$ cat config.mk
export PLATFORM = sky130hd
export DESIGN_NAME = down_counter
export DESIGN_NICKNAME = d
export VERILOG_FILES = /design/src/rtl/down_counter.sv
export SDC_FILE = /design/constraint.sdc
export NUM_CORES = 1
export LEC_CHECK = 0
export BUFFER_PORTS_ARGS = -buffer_cell sky130_fd_sc_hd__buf_4
export CAP_MARGIN = 20
export CORE_UTILIZATION = 40
export DETAILED_ROUTE_END_ITERATION = 16
export GPL_TIMING_DRIVEN = 0
export PLACE_DENSITY = 0.66
export SYNTH_ARGS = -nofsm -noshare
export SYNTH_HDL_FRONTEND = slang
export SYNTH_SLANG_ARGS = --single-unit
$ cat constraint.sdc
create_clock -name clk -period 2.16 [get_ports clk]
set_input_delay 0 -clock clk [delete_from_list [all_inputs] [get_ports clk]]
set_output_delay 0 -clock clk [all_outputs]
set_load 0.01 [all_outputs]
$ cat src/rtl/down_counter.sv
// ---------------------------------------------------------------------------
// down_counter
//   Loadable mod-MODULUS down counter with two personalities:
//     mode=0 : free-running wrap-around counter that emits a one-cycle borrow
//              pulse when it wraps from 0 back to MODULUS-1 (cascade stage).
//     mode=1 : one-shot countdown driven by a small IDLE/RUN/DONE FSM with a
//              start/busy/done handshake (timeout / delay generator).
//
// Parameters
//   WIDTH    counter width in bits
//   MODULUS  count range 0..MODULUS-1, 2 <= MODULUS <= 2**WIDTH
//
// Ports
//   clk       in   rising-edge system clock
//   reset     in   asynchronous active-low reset (0 = asserted)
//   en        in   count enable
//   load      in   synchronous load strobe, highest priority
//   load_val  in   value captured on load, clamped to MODULUS-1
//   mode      in   0 = free-run wrap, 1 = one-shot
//   start     in   one-shot start strobe, ignored in free-run mode
//   counter   out  registered current count
//   tc        out  terminal count, high while counter == 0
//   borrow    out  registered one-cycle pulse on the 0 -> MODULUS-1 wrap
//   busy      out  high while the one-shot FSM is in RUN
//   done      out  high while the one-shot FSM is in DONE
// ---------------------------------------------------------------------------
module down_counter #(
  parameter int WIDTH   = 4,
  parameter int MODULUS = 16
) (
  input  logic             clk,
  input  logic             reset,
  input  logic             en,
  input  logic             load,
  input  logic [WIDTH-1:0] load_val,
  input  logic             mode,
  input  logic             start,
  output logic [WIDTH-1:0] counter,
  output logic             tc,
  output logic             borrow,
  output logic             busy,
  output logic             done
);

  localparam logic [1:0] IDLE = 2'd0;
  localparam logic [1:0] RUN  = 2'd1;
  localparam logic [1:0] DONE = 2'd2;

  // One extra bit so MODULUS == 2**WIDTH still compares correctly.
  localparam logic [WIDTH:0]   MOD_EXT = (WIDTH+1)'(MODULUS);
  localparam logic [WIDTH-1:0] MAX_VAL = WIDTH'(MODULUS - 1);

  logic [1:0]       state;
  logic [1:0]       state_nxt;
  logic [WIDTH-1:0] counter_nxt;
  logic             borrow_nxt;
  logic [WIDTH-1:0] load_clamped;

  // Out-of-range load values saturate at the top of the count range so the
  // counter can never hold a value >= MODULUS.
  always_comb begin
    if ({1'b0, load_val} < MOD_EXT) begin
      load_clamped = load_val;
    end else begin
      load_clamped = MAX_VAL;
    end
  end

  // Next-state logic. Priority is load, then free-run counting, then the
  // one-shot FSM. Free-run mode parks the FSM in IDLE so a later switch to
  // one-shot always waits for a fresh start.
  always_comb begin
    counter_nxt = counter;
    state_nxt   = state;
    borrow_nxt  = 1'b0;

    if (load) begin
      counter_nxt = load_clamped;
      state_nxt   = IDLE;
    end else if (!mode) begin
      state_nxt = IDLE;
      if (en) begin
        if (counter == '0) begin
          counter_nxt = MAX_VAL;
          borrow_nxt  = 1'b1;
        end else begin
          counter_nxt = counter - WIDTH'(1);
        end
      end
    end else begin
      case (state)
        // The start edge only arms the FSM; the first decrement happens on
        // the following enabled edge.
        IDLE: begin
          if (start) begin
            state_nxt = RUN;
          end
        end
        // Reaching zero costs one more enabled edge before DONE, so done
        // rises N+1 edges after starting from N.
        RUN: begin
          if (en) begin
            if (counter != '0) begin
              counter_nxt = counter - WIDTH'(1);
            end else begin
              state_nxt = DONE;
            end
          end
        end
        // Restart from DONE reloads the full range.
        DONE: begin
          if (start) begin
            counter_nxt = MAX_VAL;
            state_nxt   = RUN;
          end
        end
        default: begin
          state_nxt = IDLE;
        end
      endcase
    end
  end

  // State registers with asynchronous active-low reset.
  always_ff @(posedge clk or negedge reset) begin
    if (!reset) begin
      counter <= MAX_VAL;
      state   <= IDLE;
      borrow  <= 1'b0;
    end else begin
      counter <= counter_nxt;
      state   <= state_nxt;
      borrow  <= borrow_nxt;
    end
  end

  assign tc   = (counter == '0);
  assign busy = (state == RUN);
  assign done = (state == DONE);

endmodule
==> metrics, run 1 <==
Inserted Diodes 0; clock slew at reported path FFs 50 ps; total core area 1190 sq um; Bufs and invs on worst path 2; DPL Wire Length 917 um; synthesized area 544 sq um; clock network power share 22.3%; internal cell power 0.000339 W; H-tree levels 1; DR vias 514; commonest non-fill, non-tap cells in the layout buf_4 (16), inv_1 (6), nor2b_1 (5); worst vdd ir 456 uV; Num CTS Buffers 3; Final Hold Viols 0; drt drc 0; startpoint types flop; Register Area 180 sq um; GRT overflow 0; worst-path cell chain inv_1 -> ha_1 -> and4bb_1 -> nor4_1 -> or3_1 -> buf_2 -> mux2i_1; switching power 0.000153 W; Worst R2R Setup Slack 240 ps; Worst EP arrival 2090 ps; die area 1510 sq um; mux cell area share after synthesis 5.52%; Layout area overhead 35.6%; ys async rst share 100%; Post-Synthesis Cells 60; Synth Warn # 0; CP peak stage delay 560 ps; Worst-Margin Slew 469 ps; Comb pwr share 36.8%; Final ANT Viol Nets 0; post-placement cell area 682 sq um; drt total wl 1.20 mm; CP max-delay cell dfstp_2; switching share of power 31.1%; worst min path class in -> reg; number of synthesized register bits 7; Crit Path Class reg -> reg; clk buf depth 2; CTS sink count 7; IO Pins 18; Final setup viols 0; Syn Nets 74; register area share after synthesis 33.1%; post-synthesis compound-gate area fraction 16.1%; synth unique cells 27; share of layout cells above drive strength 1 31.3%; WL/cell 12.4 um; Lkg Pwr 0.359 nW; worst-path fanout max 6; Max Cap Viol 0; Root Buffer clkbuf_4; Syn Area/Cell 9.07 sq um; die width 38.9 um; Worst Skew 0.557 ps; largest family of logic cells by synthesized area simple AND/OR/NAND/NOR gates; Clk Latency, worst-skew pair 240 ps; Rel. slew slack 68.7%; adder-cell share of the synthesized area 9.20%; run status finished clean; Pwr Density 666 nW/um^2; post-synth top area share 19.3%; CTS tree built; largest net degree at the start of global routing 11; Tcrit/Tclk final 88.9%; number of global-route vias before repair 437; setup TNS 0 ps; DRT iter0 DRCs 14; family with the most delay on the worst path simple AND/OR/NAND/NOR gates; antenna violations before repair 0; Post-CTS Setup Inserts 0; Vias/cell 5.30; Fmax 0.521 GHz; GRT Total Usage 19.0%; number of core rows 12; RSZ-0062 raised after global routing no; xor-xnor portion of the synthesized cell area 0%; EDFF count, synth 0; Main synth FF type dfstp_2; gp weighted congestion 0.808; first drt pass iteration count 4; worst endpoint required time 2320 ps; Initial Utilization 45.9%; sequential share of power 40.9%; first-pass GRT wire length 1.93 mm; Tmin final 1920 ps; crit end category flop; multi-input logic area 333 sq um; Buffers on Ports 16; Die H 38.9 um; Fill cells 112; most common cell after layout, fill and taps aside buf_4; synth top area cells dfstp_2 (19%), dfrtp_1 (14%), ha_1 (9.2%); total power after layout 0.000492 W; Finished Cell Area 738 sq um; # nets final 98; Synth area leader dfstp_2; Synth Area in Simple Gates 30.3%; max-slew violations 0
[timing repair]
action                                 4_1_cts  5_1_grt
resized for setup                            0        0
hold buffers                                 3        0
endpoints found under the hold margin        9        0
[sequential cells by signal, indices dropped and copies added, names as in the netlist]
| signal | count |
|---|---|
| borrow | 1 |
| counter | 4 |
| state | 2 |
[power groups by stage]
stage | sequential [W] | clock (W) | combinational (W)
floorplan | 0.000206 | 0 | 0.0000948
global placement | 0.000203 | 0 | 0.000175
detailed placement | 0.000202 | 0 | 0.000177
CTS | 0.000200 | 0.000116 | 0.000182
global route | 0.000205 | 0.000123 | 0.000198
finish | 0.000201 | 0.000110 | 0.000181
[worst register-to-register path: stages (launching register included)]
cell	delay, ps
dfstp_2	560
inv_1	70
ha_1	250
and4bb_1	210
nor4_1	250
or3_1	160
buf_2	160
mux2i_1	200
[path summary, 6_finish.rpt]
path	to	from	cells past startpoint
worst max-delay path	counter[1]$_DFFE_PN1P_	counter[0]$_DFFE_PN1P_	7
worst min-delay path	counter[1]$_DFFE_PN1P_	load_val[1]	3
worst max register to register	counter[1]$_DFFE_PN1P_	counter[0]$_DFFE_PN1P_	7
worst min register to register	counter[1]$_DFFE_PN1P_	counter[1]$_DFFE_PN1P_	2
max in group asynchronous	counter[1]$_DFFE_PN1P_	reset	2
min in group asynchronous	borrow$_DFF_PN0_	reset	2
[metrics by stage]
step           std cells  setup WS [ps]  util (%)  hold slack, ps
2_1_floorplan         60            403         -            -296
3_3_place_gp          90            252      57.5            -189
3_5_place_dp          90            229      57.5            -188
4_1_cts               97            216      62.2            81.1
5_1_grt               97            111      62.2            95.3
6_report              97            239      62.2            83.2
[layer usage]
metal / track usage (%) / vias to the layer above / wire [um]
met3: 1.73 / 0 / 37
met2: 27.1 / 12 / 573
met4: 7.76 / 0 / 0
li1: - / 261 / -
met5: 0 / - / 0
met1: 28.9 / 241 / 593
[cells in the mapped netlist (all sizes together) (2+ instances only)]
cell type	number
a21oi	4
and3	2
dfrtp	3
dfstp	4
ha	4
inv	6
mux2i	3
nand2	3
nand2b	4
nor2	2
nor2b	5
nor3	3
nor3b	2
or3	2
[final cells by class]
type                       count  share of cell area [%]
tap                           14                    2.37
multi-input combinational     45                    45.1
clock buffer                   4                    3.56
sequential                     7                    24.4
timing repair buffer          19                    20.3
inverter                       6                    3.05
buffer                         2                    1.19
[cell families after synthesis]
family	after synthesis
buf+inv	8
compound gates	11
simple gates	27
fa+ha+maj	4
flops	7
mux	3
(Power assumes the default switching activity.)
==> run 2: changes to the inputs <==
SETUP_SLACK_MARGIN = 0.4   (was not set)
==> run 2 against run 1 <==
  * Count of clock-buffer cells in the layout unchanged
  * Clock skew about the same
  * Die area unchanged
  * Critical endpoint is now counter[2]$_DFFE_PN1P_
  * Utilization increased by 9.2 points
  * Total power increased by 11%
  * Combinational power increased by 30%
  * Fmax increased by 12%
  * Wire length increased by 12%
==> metrics, run 2 (same netlist as run 1, synthesis figures left out) <==
worst min path class in -> reg; IO Pins 18 (unchanged); Rel. slew slack 64.8% (-4.0 points); gp weighted congestion 0.808 (unchanged); worst r2r dst counter[2]$_DFFE_PN1P_; clock slew at reported path FFs 50 ps (about the same); Worst Setup EP counter[2]$_DFFE_PN1P_; die area 1510 sq um (unchanged); Tcrit/Tclk final 79.7% (-9.2 points); Worst Skew 0.571 ps (+0.0136 ps); Worst EP arrival 1870 ps (-220 ps); Buffers on Ports 16 (unchanged); min setup slack post-route 438 ps (+199 ps); Die H 38.9 um (unchanged); max-slew violations 0 (unchanged); run status finished clean; CP max-delay cell dfrtp_1; Critical R2R Launch state[0]$_DFFE_PN0P_; antenna violations before repair 0 (unchanged); setup TNS 0 ps (unchanged); Worst-Margin Slew 528 ps (+59.4 ps); crit end category flop; share of layout cells above drive strength 1 49.4% (+18 points); total core area 1190 sq um (unchanged); Non-Filler Instances 101 (+4.1%); Inserted Diodes 0 (unchanged); Tmin final 1720 ps (-199 ps); die width 38.9 um (unchanged); Initial Utilization 45.9% (unchanged); Pwr Density 642 nW/um^2 (-3.6%); Worst R2R Setup Slack 440 ps (+200 ps); largest net degree at the start of global routing 11 (unchanged); GRT overflow 0 (unchanged); Max Cap Viol 0 (unchanged); RSZ-0062 raised after global routing yes; first-pass GRT wire length 2.11 mm (+9.3%); Clk Latency, worst-skew pair 240 ps (about the same); Final Hold Viols 0 (unchanged); Vias/cell 5.32 (+0.34%); CTS sink count 7 (unchanged); H-tree levels 1 (unchanged); # nets final 102 (+4.1%); DRT iter0 DRCs 13 (-1); DPL Wire Length 917 um (unchanged); worst-path cell chain buf_4 -> ha_4 -> and4bb_1 -> nor4_4 -> or3_1 -> buf_6 -> a221oi_4; GRT Total Usage 20.7% (+1.7 points); total power after layout 0.000544 W (+11%); startpoint types flop; Root Buffer clkbuf_4; Top reg by flops counter; number of core rows 12 (unchanged); drt total wl 1.35 mm (+12%); max reg flops 4 (unchanged); Post-Place Setup Slack 229 ps (unchanged); worst-path fanout max 4 (-2); fin util 71.4% (+9.2 points); Final setup viols 0 (unchanged); commonest non-fill, non-tap cells in the layout buf_4 (21), inv_2 (4), a21oi_1 (4), dfstp_2 (4); clk buf depth 2 (unchanged); Largest regs counter: 4 flops, state: 2 flops, borrow: 1 flops; Bufs and invs on worst path 2 (unchanged); placed cell count 90 (unchanged); family with the most delay on the worst path simple AND/OR/NAND/NOR gates; most common cell after layout, fill and taps aside buf_4; crit path from state[0]$_DFFE_PN0P_; Num CTS Buffers 3 (unchanged); Final ANT Viol Nets 0 (unchanged); DR vias 537 (+4.5%); CTS tree built; Crit Path Class reg -> reg; WL/cell 13.4 um (+7.9%); number of global-route vias before repair 477 (+9.2%); worst vdd ir 484 uV (+6.2%); Crit. path cell count 7 (unchanged); Fmax 0.581 GHz (+12%); first drt pass iteration count 4 (unchanged); Layout area overhead 55.6%; worst endpoint required time 2300 ps (-20 ps); R2R depth 7 (unchanged); CP peak stage delay 380 ps (-180 ps); drt drc 0 (unchanged); Lkg Pwr 0.391 nW (+8.9%)
-- run 2: cell count changes in the layout (fill, tap and decap cells not counted), moves of 2 or more --
| cell | before | now |
|---|---|---|
| inv_1 | 6 | 2 |
| ha_1 | 4 | 1 |
| ha_4 | 0 | 2 |
| inv_2 | 0 | 4 |
| buf_4 | 16 | 21 |
| nor2b_1 | 5 | 3 |
-- run 2: power breakdown --
part / internal [W] / total, W / switching, W
logic: 0.000130 / 0.000236 / 0.000106
registers: 0.000170 / 0.000198 / 0.0000274
clock network: 0.0000699 / 0.000110 / 0.0000398
-- run 2: what timing repair did --
item | 4_1_cts | 5_1_grt
endpoints found under the hold margin | 8 | 0
resized for setup | 16 | 3
setup buffers | 3 | 2
setup endpoints to repair | 4 | 3
pin swaps | 3 | 2
hold buffers | 2 | 0
-- run 2: worst min-delay path by stage --
stage / startpoint / endpoint / slack (ps) / depth (start not counted)
after floorplan: reset / borrow$_DFF_PN0_ / -300 / 0
after global placement: reset / borrow$_DFF_PN0_ / -190 / 1
after detailed placement: reset / borrow$_DFF_PN0_ / -190 / 1
after CTS: load_val[2] / counter[2]$_DFFE_PN1P_ / 30 / 3
after global routing: load_val[2] / counter[2]$_DFFE_PN1P_ / 60 / 3
final: load_val[2] / counter[2]$_DFFE_PN1P_ / 50 / 3
-- run 2: stage by stage --
step	area [sq um]	hold slack, ps
floorplan	544	-296
global placement	682	-189
detailed placement	682	-188
CTS	820	32.5
global route	847	57.1
finish	847	45.9
-- run 2: cell type report --
cell class	count	area [sq um]
Buffer	2	15.0
Clock buffer	4	26.3
Fill cell	92	339
Inverter	6	22.5
Multi-Input combinational cell	45	408
Sequential cell	7	180
Tap cell	14	17.5
Timing Repair Buffer	23	178
-- run 2: routing by layer --
layer	vias to the layer above	part of all wire (%)	global-route usage, %
met4	0	0	7.76
met3	0	1.8	1.73
li1	269	-	-
met2	9	51	32.9
met5	-	0	0
met1	259	47	28.9
-- run 2: worst reg2reg max path, cell delays in order (launching register included) --
cell and delay [ps]:
dfrtp_1 380, buf_4 140, ha_4 130, and4bb_1 230
nor4_4 50, or3_1 320, buf_6 150, a221oi_4 240
